`src/rtl/pixel_process_pkg.sv`:
```
// Shared pixel-pipe constants: mode encodings, x256 YCbCr coefficients and the default skin window.
// No logic, no latency, no flow control of its own.
package pixel_process_pkg;

    typedef enum logic [1:0] {
        MODE_PASS = 2'd0,
        MODE_GRAY = 2'd1,
        MODE_SKIN = 2'd2,
        MODE_INV  = 2'd3
    } mode_e;

    localparam int C_YR  = 77;
    localparam int C_YG  = 150;
    localparam int C_YB  = 29;
    localparam int C_CBR = -43;
    localparam int C_CBG = -85;
    localparam int C_CBB = 128;
    localparam int C_CRR = 128;
    localparam int C_CRG = -107;
    localparam int C_CRB = -21;
    localparam int RND   = 128;

    localparam int DEF_CB_MIN = 76;
    localparam int DEF_CB_MAX = 128;
    localparam int DEF_CR_MIN = 132;
    localparam int DEF_CR_MAX = 174;

    function automatic int clamp(input int v, input int hi);
        return (v < 0) ? 0 : ((v > hi) ? hi : v);
    endfunction

endpackage

```
`src/rtl/rgb2ycbcr_pipe.sv`:
```
// RGB -> Y plus skin-window flag in two registered stages (products, then sum/scale/clamp/compare).
// Both stages advance only on i_en; with i_en low every register holds.
module rgb2ycbcr_pipe
    import pixel_process_pkg::*;
#(
    parameter int DATA_W = 8
) (
    input  logic              clk,
    input  logic              rst_n,
    input  logic              i_en,
    input  logic [DATA_W-1:0] i_r,
    input  logic [DATA_W-1:0] i_g,
    input  logic [DATA_W-1:0] i_b,
    input  logic [DATA_W-1:0] i_cb_min,
    input  logic [DATA_W-1:0] i_cb_max,
    input  logic [DATA_W-1:0] i_cr_min,
    input  logic [DATA_W-1:0] i_cr_max,
    output logic [DATA_W-1:0] o_y,
    output logic              o_skin
);

    localparam int PW   = DATA_W + 10;
    localparam int OFF  = 1 << (DATA_W + 7);
    localparam int MAXV = (1 << DATA_W) - 1;

    logic signed [PW-1:0] r_p [9];
    logic [DATA_W-1:0]    w_y;
    logic [DATA_W-1:0]    w_cb;
    logic [DATA_W-1:0]    w_cr;
    logic                 w_skin;

    function automatic logic signed [PW-1:0] mul(input int c, input logic [DATA_W-1:0] x);
        return PW'(c * int'(x));
    endfunction

    always_ff @(posedge clk or negedge rst_n) begin
        if (!rst_n) begin
            for (int i = 0; i < 9; i++) r_p[i] <= '0;
        end else if (i_en) begin
            r_p[0] <= mul(C_YR,  i_r);
            r_p[1] <= mul(C_YG,  i_g);
            r_p[2] <= mul(C_YB,  i_b);
            r_p[3] <= mul(C_CBR, i_r);
            r_p[4] <= mul(C_CBG, i_g);
            r_p[5] <= mul(C_CBB, i_b);
            r_p[6] <= mul(C_CRR, i_r);
            r_p[7] <= mul(C_CRG, i_g);
            r_p[8] <= mul(C_CRB, i_b);
        end
    end

    // Chroma is offset to mid-scale before the shift so the clamp only ever trims the top end.
    always_comb begin
        w_y  = DATA_W'(clamp((int'(r_p[0]) + int'(r_p[1]) + int'(r_p[2]) + RND) >>> 8, MAXV));
        w_cb = DATA_W'(clamp((int'(r_p[3]) + int'(r_p[4]) + int'(r_p[5]) + OFF + RND) >>> 8, MAXV));
        w_cr = DATA_W'(clamp((int'(r_p[6]) + int'(r_p[7]) + int'(r_p[8]) + OFF + RND) >>> 8, MAXV));
        w_skin = (w_cb > i_cb_min) && (w_cb < i_cb_max) &&
                 (w_cr > i_cr_min) && (w_cr < i_cr_max);
    end

    always_ff @(posedge clk or negedge rst_n) begin
        if (!rst_n) begin
            o_y    <= '0;
            o_skin <= 1'b0;
        end else if (i_en) begin
            o_y    <= w_y;
            o_skin <= w_skin;
        end
    end

endmodule

```
`src/rtl/pixel_process_pipe.sv`:
```
// Streaming RGB pixel processor (pass/gray/skin-mask/invert) plus per-frame skin count; 3-cycle latency.
// Single global enable: the whole pipe stalls when m_valid && !m_ready, and s_ready drops with it.
module pixel_process_pipe
    import pixel_process_pkg::*;
#(
    parameter int DATA_W     = 8,
    parameter int CNT_W      = 20,
    parameter int CB_MIN_DEF = DEF_CB_MIN,
    parameter int CB_MAX_DEF = DEF_CB_MAX,
    parameter int CR_MIN_DEF = DEF_CR_MIN,
    parameter int CR_MAX_DEF = DEF_CR_MAX
) (
    input  logic              clk,
    input  logic              rst_n,
    input  logic [1:0]        mode,
    input  logic              thr_we,
    input  logic [DATA_W-1:0] thr_cb_min,
    input  logic [DATA_W-1:0] thr_cb_max,
    input  logic [DATA_W-1:0] thr_cr_min,
    input  logic [DATA_W-1:0] thr_cr_max,
    input  logic              s_valid,
    output logic              s_ready,
    input  logic              s_sof,
    input  logic [DATA_W-1:0] s_r,
    input  logic [DATA_W-1:0] s_g,
    input  logic [DATA_W-1:0] s_b,
    output logic              m_valid,
    input  logic              m_ready,
    output logic              m_sof,
    output logic [DATA_W-1:0] m_r,
    output logic [DATA_W-1:0] m_g,
    output logic [DATA_W-1:0] m_b,
    output logic [CNT_W-1:0]  skin_cnt
);

    logic [DATA_W-1:0]   r_thr_cb_min, r_thr_cb_max, r_thr_cr_min, r_thr_cr_max;
    logic                r_v1, r_v2, r_sof1, r_sof2, r_white;
    mode_e               r_mode1, r_mode2;
    logic [3*DATA_W-1:0] r_rgb1, r_rgb2;
    logic [CNT_W-1:0]    r_run;
    logic                w_en, w_skin;
    logic [DATA_W-1:0]   w_y;
    logic [3*DATA_W-1:0] w_out;

    assign w_en    = !m_valid || m_ready;
    assign s_ready = w_en;

    always_ff @(posedge clk or negedge rst_n) begin
        if (!rst_n) begin
            r_thr_cb_min <= DATA_W'(CB_MIN_DEF);
            r_thr_cb_max <= DATA_W'(CB_MAX_DEF);
            r_thr_cr_min <= DATA_W'(CR_MIN_DEF);
            r_thr_cr_max <= DATA_W'(CR_MAX_DEF);
        end else if (thr_we) begin
            r_thr_cb_min <= thr_cb_min;
            r_thr_cb_max <= thr_cb_max;
            r_thr_cr_min <= thr_cr_min;
            r_thr_cr_max <= thr_cr_max;
        end
    end

    rgb2ycbcr_pipe #(.DATA_W(DATA_W)) u_conv (
        .clk      (clk),
        .rst_n    (rst_n),
        .i_en     (w_en),
        .i_r      (s_r),
        .i_g      (s_g),
        .i_b      (s_b),
        .i_cb_min (r_thr_cb_min),
        .i_cb_max (r_thr_cb_max),
        .i_cr_min (r_thr_cr_min),
        .i_cr_max (r_thr_cr_max),
        .o_y      (w_y),
        .o_skin   (w_skin)
    );

    // Sideband (valid, sof, mode, raw RGB) shadows the converter's two stages.
    always_ff @(posedge clk or negedge rst_n) begin
        if (!rst_n) begin
            r_v1    <= 1'b0;
            r_v2    <= 1'b0;
            r_sof1  <= 1'b0;
            r_sof2  <= 1'b0;
            r_mode1 <= MODE_PASS;
            r_mode2 <= MODE_PASS;
            r_rgb1  <= '0;
            r_rgb2  <= '0;
        end else if (w_en) begin
            r_v1    <= s_valid;
            r_sof1  <= s_valid && s_sof;
            r_mode1 <= mode_e'(mode);
            r_rgb1  <= {s_r, s_g, s_b};
            r_v2    <= r_v1;
            r_sof2  <= r_sof1;
            r_mode2 <= r_mode1;
            r_rgb2  <= r_rgb1;
        end
    end

    always_comb begin
        w_out = r_rgb2;
        case (r_mode2)
            MODE_GRAY: w_out = {3{w_y}};
            MODE_SKIN: w_out = {(3*DATA_W){w_skin}};
            MODE_INV:  w_out = ~r_rgb2;
            default:   w_out = r_rgb2;
        endcase
    end

    always_ff @(posedge clk or negedge rst_n) begin
        if (!rst_n) begin
            m_valid <= 1'b0;
            m_sof   <= 1'b0;
            m_r     <= '0;
            m_g     <= '0;
            m_b     <= '0;
            r_white <= 1'b0;
        end else if (w_en) begin
            m_valid         <= r_v2;
            m_sof           <= r_sof2;
            {m_r, m_g, m_b} <= w_out;
            r_white         <= r_v2 && (r_mode2 == MODE_SKIN) && w_skin;
        end
    end

    always_ff @(posedge clk or negedge rst_n) begin
        if (!rst_n) begin
            skin_cnt <= '0;
            r_run    <= '0;
        end else if (m_valid && m_ready) begin
            if (m_sof) begin
                skin_cnt <= r_run;
                r_run    <= {{(CNT_W-1){1'b0}}, r_white};
            end else if (r_white && (r_run != '1)) begin
                r_run <= r_run + CNT_W'(1);
            end
        end
    end

endmodule

```
`config.mk`:
```
export PLATFORM = sky130hd
export DESIGN_NAME = pixel_process_pipe
export DESIGN_NICKNAME = d
export VERILOG_FILES = /design/src/rtl/pixel_process_pkg.sv /design/src/rtl/rgb2ycbcr_pipe.sv /design/src/rtl/pixel_process_pipe.sv
export SDC_FILE = /design/constraint.sdc
export NUM_CORES = 1
export LEC_CHECK = 0
export BUFFER_PORTS_ARGS = -buffer_cell sky130_fd_sc_hd__buf_4
export CAP_MARGIN = 20
export CELL_PAD_IN_SITES_DETAIL_PLACEMENT = 0
export CELL_PAD_IN_SITES_GLOBAL_PLACEMENT = 2
export CORE_UTILIZATION = 35
export CTS_CLUSTER_DIAMETER = 30
export DETAILED_ROUTE_END_ITERATION = 7
export GPL_TIMING_DRIVEN = 1
export PLACE_DENSITY = 0.77
export SYNTH_ARGS = -nofsm -noshare
export SYNTH_HDL_FRONTEND = slang
export SYNTH_SLANG_ARGS = --single-unit
```
`constraint.sdc`:
```
create_clock -name clk -period 8.1 [get_ports clk]
set_input_delay 0.81 -clock clk [delete_from_list [all_inputs] [get_ports clk]]
set_output_delay 0.81 -clock clk [all_outputs]
set_load 0.01 [all_outputs]
```
==> metrics.md <==
| Metric | Value |
|---|---|
| Largest net degree at the start of global routing | 90 |
| Critical Path Fanout Max | 7 |
| Post-Synthesis Cells | 2307 |
| Later-pin clock latency in the skew report | 0.62 ns |
| First-pass GRT wire length | between 80000 and 90000 um |
| Number of max-capacitance violations reported | 0 |
| DRC | 12 |
| Fin. Hold Viols | 0 |
| Setup violations, final | 0 |
| CTS clock-pin slew for the worst setup and hold paths | around 0.050 ns |
| Fin worst setup slack | 1.787 ns |
| TNS Setup | 0 ns |
| Synth top cells by count | ha_1, nand2_1, inv_1 |
| Worst slack at placement | 1.906 ns |
| Final cell count without fillers | 3250 |
| Top Layer Used | met4 |
| Status | complete, but fails checks |
| Sequential share of power | 17.0% |
| Postcts setup bufs | 0 |
| Final Core Density | 41.86% |
| Met3 WL | 1435 um |
| Setup crit start kind | flip-flop |
| Core footprint | 59350 um2 |
| Register area share after synthesis | 30.61% |
| Gate power share | 63.0% |
| CTS buffer count | 59 |
| Syn. warnings | 0 |
| Crit path max-delay family | compound AO/OA/AOI/OAI gates |
| Area delta synth->final | 17.56% |
| Worst Hold Class | in2async |
| Mapped Avg Cell Area | 9.162 um2 |
| CTS tree | done |
| Starting Density | 35.61% |
| EDFF count, synth | 0 |
| DRT antenna net count | 0 |
| Placed insts | approximately 3100 |
| Area after DPL | 22760 um2 |
| CP endpoint kind | flip-flop |
| #FFs+latches synth | 258 |
| Hold_ws | about 0.22 ns |
| Post-synthesis cell type count | 87 |
| Met2 WL | 25430 um |
| All-Layer GR Usage | around 18% |
| Die extent in y | 247.7 um |
| Psw | 5.621 mW |
| Synth area leader | dfrtp_1 |
| Final RePlAce weighted congestion | 0.8365 |
| Fmax | 0.1584 GHz |
| Slowest-stage cell, CP | dfrtp_1 |
| # rows | 89 |
| Largest stage delay, worst path | 0.46 ns |
| Clk network pwr share | 20.0% |
| CTS sink cnt | 258 |
| Via count | between 15000 and 20000 |
| 1st-iter DRT viols | 688 |
| Die area | 61380 um2 |
| Critical Path RT | 8.56 ns |
| PortBufs | 110 |
| Total Routed Length | 52250 um |
| Number of global-route vias before repair | roughly 16000 |
| Register area | between 6000 and 7000 um2 |
| Mean routed wirelength per cell | between 15 and 20 um |
| Leading cell type by number of instances after synthesis | ha_1 |
| Failing checks | DRC |
| Peak VDD IR | 0.0002722 V |
| Internal power | 6.589 mW |
| GRT overflow | 0 |
| Die width | between 200 and 250 um |
| CTS Hold Buffers Added | 0 |
| Antenna violations before repair | 0 |
| Post_cts resized | 0 |
| Synthesized area | 21140 um2 |
| First-pass iteration count of the detailed router | 7 |
| Slew HR | 35.09% |
| CTS root buf | clkbuf_16 |
| IO Pins | about 110 |
| Most used flip-flop cell after synthesis | dfrtp_1 |
| Final period utilization | 77.93% |
| Post-synth ARST share | 100.0% |
| Crit path buffers/inverters | 0 |
| Tmin final | 6.313 ns |
| RSZ-0062 raised after global routing | false |
| Switching Share | 46.04% |
| Final HPWL DP | 41340 um |
| Static leakage | 12.57 nW |
| Post-synth top area share | about 29% |
| Finished Cell Area | 24850 um2 |
| Met1 WL | approximately 24000 um |
| Most used cell, CP | a21oi_1 |
| Final Skew | 0.05002 ns |
| Max Transition Viols Final | 0 |
| Worst slew pin tran | ~1 ns |
| H-tree Lvls | 2 |
| Layout cell share with drive strength beyond 1 | 11.23% |
| Critical path type | reg2reg |
| Crit path DAT | 6.77 ns |
| Final-stage net count | roughly 2900 |
| Syn Nets | 2822 |
| Area of the multi-input gates | 13260 um2 |
| # fillers | around 5900 |
| Largest cells by area after synthesis | dfrtp_1, ha_1, fa_1, nand2_1, inv_1 |
| Tot Pwr | 12.21 mW |
| Vias per cell | 4.864 |
| CTS max path bufs | 3 |
| Pwr per Cell Area | 491.4 nW/um2 |
-- flip-flops by register name, summed over array words and instances, names as in the netlist, 2 cells and up --
register / cells
r_mode1: 2
r_rgb2: 24
r_thr_cr_max: 8
m_b: 8
m_g: 8
u_conv.o_y: 8
r_thr_cb_min: 8
skin_cnt: 20
m_r: 8
r_thr_cb_max: 8
u_conv.r_p: 94
r_run: 20
r_thr_cr_min: 8
r_rgb1: 24
r_mode2: 2
-- logic make-up (layout without fill, tap and decap cells) --
family / count (synthesis) / after routing / share of synthesized area, %
buf+inv: 367 / 536 / 6.683
other cells: 0 / 1 / 0
simple gates: 624 / 624 / 12.86
flops: 258 / 258 / 30.61
xor+xnor: 121 / 121 / 5.014
mux: 8 / 8 / 0.4084
fa+ha+maj: 453 / 453 / 29.99
compound gates: 476 / 476 / 14.43
-- routing by layer --
layer / vias to the layer above / global-route usage (%)
li1: 7992 / -
met1: 7529 / 22.79
met2: 205 / 30.37
met3: 81 / 2.422
met4: 0 / 5.955
met5: - / 0
-- cells in the final DEF, fill, tap and decap left out, types with 11 or more instances in the layout --
cell / n
nand4_1: 19
clkbuf_16: 59
buf_4: 119
nand3_1: 22
nand2_1: 346
nor2_1: 139
nand2b_1: 13
xor2_1: 48
o21ai_0: 127
o21bai_1: 40
dfrtp_1: 247
o22a_1: 24
ha_1: 361
a21o_1: 35
fa_1: 90
a21oi_1: 152
xnor2_1: 73
inv_1: 306
nor2b_1: 14
nor3_1: 22
clkinv_2: 13
dfstp_2: 11
o21a_1: 13
-- worst paths after layout --
path,from,to,slack [ns],depth (start not counted)
setup / recovery,r_rgb1[17],u_conv.o_skin,1.79,29
hold / removal,rst_n,r_v2,0.22,1
setup reg to reg,r_rgb1[17],u_conv.o_skin,1.79,29
hold reg to reg,r_sof2,m_sof,0.45,2
max in group asynchronous,rst_n,u_conv.o_y[5],6.46,2
min in group clk,mode[1],r_mode1[1],0.39,3
-- power by group through the flow --
stage	Clock (mW)	Sequential, mW	Combinational, mW
floorplan	0	1.97	5.82
global route	2.55	2.13	8.77
detailed placement	0	2.10	7.73
global placement	0	2.09	7.65
finish	2.44	2.08	7.70
CTS	2.49	2.08	7.79
-- area by class of cell --
cell class,count,area share [%]
antenna,1,0.01007
clock buffer,71,6.365
clock inverter,38,2.009
inverter,307,4.658
multi-input combinational,1682,53.37
sequential,258,26.04
tap,773,3.892
timing repair buffer,120,3.656
Power figures use the tool's default switching activity.
